===== config.mk =====
export PLATFORM = sky130hd
export DESIGN_NAME = btn_debounce
export DESIGN_NICKNAME = d
export VERILOG_FILES = /design/src/rtl/btn_debounce.sv
export SDC_FILE = /design/constraint.sdc
export NUM_CORES = 1
export LEC_CHECK = 0
export BUFFER_PORTS_ARGS = -buffer_cell sky130_fd_sc_hd__buf_4
export CAP_MARGIN = 15
export CORE_ASPECT_RATIO = 1.5
export CORE_UTILIZATION = 25
export DETAILED_ROUTE_END_ITERATION = 8
export HOLD_SLACK_MARGIN = 0.15
export MAX_ROUTING_LAYER = met4
export PLACE_DENSITY = 0.39
export SYNTH_ARGS = -nofsm -noshare
export SYNTH_HDL_FRONTEND = slang
export SYNTH_SLANG_ARGS = --single-unit

===== constraint.sdc =====
create_clock -name clk -period 2.1 [get_ports clk]
set_input_delay 0.105 -clock clk [delete_from_list [all_inputs] [get_ports clk]]
set_output_delay 0.105 -clock clk [all_outputs]
set_load 0.01 [all_outputs]

===== src/rtl/btn_debounce.sv =====
// Multi-channel push-button conditioner: two-flop synchroniser, debounce FSM
// and optional auto-repeat per channel, producing a clean level plus pulses.
module btn_debounce #(
  parameter int NBTN         = 4,
  parameter int DEBOUNCE_CYC = 16,
  parameter int REPEAT_EN    = 1,
  parameter int REPEAT_DELAY = 64,
  parameter int REPEAT_RATE  = 16
) (
  input  logic            clk,
  input  logic            rst,
  input  logic [NBTN-1:0] btn_raw,
  output logic [NBTN-1:0] btn_level,
  output logic [NBTN-1:0] btn_press,
  output logic [NBTN-1:0] btn_release,
  output logic [NBTN-1:0] btn_repeat
);

  localparam int CW   = $clog2(DEBOUNCE_CYC);
  localparam int RMAX = (REPEAT_DELAY > REPEAT_RATE) ? REPEAT_DELAY : REPEAT_RATE;
  localparam int RW   = $clog2(RMAX);

  localparam logic [CW-1:0] CNT_LAST  = CW'(DEBOUNCE_CYC - 1);
  localparam logic [CW-1:0] CNT_ONE   = CW'(1'b1);
  localparam logic [RW-1:0] REP_FIRST = RW'(REPEAT_DELAY - 1);
  localparam logic [RW-1:0] REP_NEXT  = RW'(REPEAT_RATE - 1);
  localparam logic [RW-1:0] REP_ONE   = RW'(1'b1);

  typedef enum logic [1:0] {
    IDLE     = 2'd0,
    DB_PRESS = 2'd1,
    HELD     = 2'd2,
    DB_REL   = 2'd3
  } state_t;

  logic [NBTN-1:0] sync1_r;
  logic [NBTN-1:0] sync2_r;
  logic [NBTN-1:0] first_r;
  state_t          state_r [NBTN];
  logic [CW-1:0]   cnt_r   [NBTN];
  logic [RW-1:0]   rep_r   [NBTN];

  // Two-flop synchroniser bringing the asynchronous pad levels into clk.
  always_ff @(posedge clk) begin
    if (!rst) begin
      sync1_r <= '0;
      sync2_r <= '0;
    end else begin
      sync1_r <= btn_raw;
      sync2_r <= sync1_r;
    end
  end

  // Per-channel debounce/auto-repeat FSM with registered level and pulses.
  always_ff @(posedge clk) begin
    if (!rst) begin
      btn_level   <= '0;
      btn_press   <= '0;
      btn_release <= '0;
      btn_repeat  <= '0;
      first_r     <= '0;
      for (int i = 0; i < NBTN; i++) begin
        state_r[i] <= IDLE;
        cnt_r[i]   <= '0;
        rep_r[i]   <= '0;
      end
    end else begin
      btn_press   <= '0;
      btn_release <= '0;
      btn_repeat  <= '0;
      for (int i = 0; i < NBTN; i++) begin
        case (state_r[i])
          IDLE: begin
            if (sync2_r[i]) begin
              state_r[i] <= DB_PRESS;
              cnt_r[i]   <= '0;
            end else begin
              state_r[i] <= IDLE;
            end
          end
          DB_PRESS: begin
            if (!sync2_r[i]) begin
              state_r[i] <= IDLE;
            end else if (cnt_r[i] == CNT_LAST) begin
              state_r[i]   <= HELD;
              btn_level[i] <= 1'b1;
              btn_press[i] <= 1'b1;
              rep_r[i]     <= '0;
              first_r[i]   <= 1'b1;
            end else begin
              cnt_r[i] <= cnt_r[i] + CNT_ONE;
            end
          end
          HELD: begin
            if (!sync2_r[i]) begin
              state_r[i] <= DB_REL;
              cnt_r[i]   <= '0;
            end else if (REPEAT_EN != 0) begin
              // The first repeat waits the longer delay, later ones the rate.
              if (rep_r[i] == (first_r[i] ? REP_FIRST : REP_NEXT)) begin
                btn_press[i]  <= 1'b1;
                btn_repeat[i] <= 1'b1;
                rep_r[i]      <= '0;
                first_r[i]    <= 1'b0;
              end else begin
                rep_r[i] <= rep_r[i] + REP_ONE;
              end
            end else begin
              rep_r[i] <= '0;
            end
          end
          DB_REL: begin
            if (sync2_r[i]) begin
              state_r[i] <= HELD;
              rep_r[i]   <= '0;
            end else if (cnt_r[i] == CNT_LAST) begin
              state_r[i]     <= IDLE;
              btn_level[i]   <= 1'b0;
              btn_release[i] <= 1'b1;
            end else begin
              cnt_r[i] <= cnt_r[i] + CNT_ONE;
            end
          end
          default: begin
            state_r[i] <= IDLE;
          end
        endcase
      end
    end
  end

endmodule


==> reports/summary.txt <==
run status = finished, final reports clean
share of power burned in registers = 43.7%
Yosys cell types = 55
final std cells w/o fill = 636
CP arrival = 1.88 ns
WL final = 8750 µm
largest cells by area after synthesis = edfxtp_1, dfxtp_1, ha_1
post-synth top area share = 35.8%
Switch Pwr = 1260 µW
initial antenna violation count = 0
leakage power = 0.00179 µW
first-pass GRT wire length = 15,000 µm
number of global-route vias before repair = 3,071
number of max-cap violations = 0
Setup Viol. Count Final = 0
# rows = 56
final core utilization = 30.7%
number of DRC violations after detailed-routing iteration 0 = 94
worst setup margin = 0.244 ns
vias per inst = 4.71
Setup crit start kind = register
CTS tree = built
total power per unit cell area = 919 mW/mm²
Die Y = 157 µm
Regs by FF count = rep_r (24), cnt_r (16), state_r (8)
HP Class = in2reg
synth warn = 0
WP data required = 2.12 ns
Clock Tree Buf Depth = 2
setup TNS = 0 ns
Avg Synthesized Cell Area = 10.1 µm²
pre-CTS setup slack = 0.251 ns
Bufs and invs on worst path = 0
max reg flops = 24
clk root buf = clkbuf_16
ys flop type = edfxtp_1
Area Overhead vs Synth = 19.8%
Fin Clk Skew = 0.00589 ns
Post-layout nets = 458
final worst-path cycle share = 88.4%
Multi-input gate area = 0.00186 mm²
DR vias = 2,995
GPL Wtd Cong = 0.796
post-synthesis sequential area ratio = 49.8%
clk slew on worst S/H paths = 0.06 ns
Critical Path Slowest Stage Cell = edfxtp_1
share of cells above drive strength 1 = 13.2%
internal power = 3170 µW
Die ar. = 0.0166 mm²
total CTS buffers = 9
worst hold slack = 0.221 ns
Gate power share = 18.3%
kind of cell adding the most delay to the critical path = compound AO/OA/AOI/OAI gates
#FFs+latches synth = 76
Post-Place Cells = 616
IO Pins = 22
unrepaired setup endpoints after global routing = no
max-slew violation count = 0
ant diodes = 0
grt ovf = 0
CP max FO = 7
die width = 106 µm
detailed-route DRC error count = 0
crit path cell chain = ha_1 > and2_1 > o211ai_1 > o2111ai_1
fillers = 1,628
FF/Latch Area = 0.00200 mm²
crit-path max cell delay = 0.42 ns
crit path kind = reg2reg
post-synthesis cell count = 397
final hold violations = 0
# clock sinks = 76
post-synthesis async set-or-reset flop share = 0%
H-tree levels = 3
max_slew headroom = 62.7%
switch share = 28.5%
Setup crit end kind = register
Biggest register = rep_r
biggest area consumer among synthesized cells = edfxtp_1
Clk pwr share = 38.0%
Netlist Area Pre-Place = 0.00402 mm²
Syn Nets = 427
detailed placement HPWL = 6290 µm
First-pass DRT Iterations = 4
remaining antenna violation count = 0
fmax = 539 MHz
core area = 0.0157 mm²
Post-CTS Resized = 0
total global-route track usage = 11.7%
worst-margin pin slew = 0.555 ns
Avg WL per Cell = 13.8 µm
largest net degree at the start of global routing = 34
port bufs = 21
Tmin final = 1.86 ns
EDFF count, synth = 48
peak supply drop = 0.311 mV
worst skew pair latency = 0.33 ns
Initial Utilization = 25.6%
placed cells by master, fill, tap and decap left out, types with 3 or more instances in the layout:
cell type / n
inv_1: 23
clkbuf_16: 9
and3_1: 10
xor2_1: 14
nor2_1: 41
nand4_1: 8
a21oi_1: 19
nor3_1: 9
o22ai_1: 5
and4_1: 3
a21boi_0: 3
edfxtp_1: 48
nor2b_1: 6
a211oi_1: 4
o211ai_1: 5
or3_1: 6
nor4_1: 4
and2_1: 12
o31ai_1: 4
mux2i_1: 3
ha_1: 24
nand2_1: 17
o21ai_0: 19
buf_4: 33
dlygate4sd3_1: 4
nand3_1: 24
xnor2_1: 6
dfxtp_1: 28
per-layer routing:
metal  wire length [µm]  track usage (%)  up-vias
li1                   -                -     1521
met1               4100             13.6     1434
met3                160             2.11        7
met2               4390             19.6       33
met4                 99             5.42        0
met5                  0                -        -
cells in the mapped netlist, drive strengths merged (3+ instances only):
cell and number:
a211oi 5, a21boi 3, a21oi 19, and2 12, and3 10, and4 3
buf 5, clkbuf 12, dfxtp 28, edfxtp 48, ha 24, inv 23
mux2i 3, nand2 17, nand3 24, nand4 8, nor2 41, nor2b 6
nor3 9, nor4 4, o211ai 5, o21ai 19, o22ai 5, o31ai 4
or3 7, xnor2 6, xor2 14
power by group through the flow:
stage	combinational, µW	sequential [µW]	clock (µW)
2_1_floorplan	598	1930	0
3_3_place_gp	802	1960	0
3_5_place_dp	807	1970	0
4_1_cts	823	1940	1750
5_1_grt	944	1960	1800
6_report	808	1940	1680
worst paths after layout:
kind | from | slack (ns) | end | cells after the start
setup / recovery | state_r[2][0] | 0.24 | cnt_r[2][3] | 4
hold / removal | rst | 0.22 | sync2_r[0] | 2
setup reg to reg | state_r[2][0] | 0.24 | cnt_r[2][3] | 4
hold reg to reg | sync1_r[0] | 0.44 | sync2_r[0] | 1
what timing repair did:
action                                 CTS  global route
endpoints found under the hold margin    4             0
setup buffers                            0             0
hold buffers                             4             0
logic make-up (layout without fill, tap and decap cells):
family | Yosys count | count (layout) | synth area share [%]
adder cells (fa/ha/maj) | 24 | 24 | 7.47
buffers and inverters | 40 | 76 | 3.89
AO/OA/AOI/OAI | 82 | 82 | 13.8
multiplexers | 5 | 5 | 1.31
AND/OR/NAND/NOR | 150 | 150 | 19.4
XOR/XNOR | 20 | 20 | 4.35
flip-flops | 76 | 76 | 49.8
stage by stage:
step                power [µW]  area (µm²)
finish                    4430        4820
global route              4710        4820
CTS                       4520        4820
detailed placement        2780        4450
global placement          2770        4450
floorplan                 2530        4020
cell type report:
type | instances | share of cell area [%]
multi-input combinational | 281 | 38.7
clock inverter | 7 | 2.05
tap | 203 | 5.27
clock buffer | 9 | 4.67
inverter | 23 | 1.79
sequential | 76 | 41.5
timing repair buffer | 37 | 5.97
Note: power is estimated with default switching activity, not from simulation.
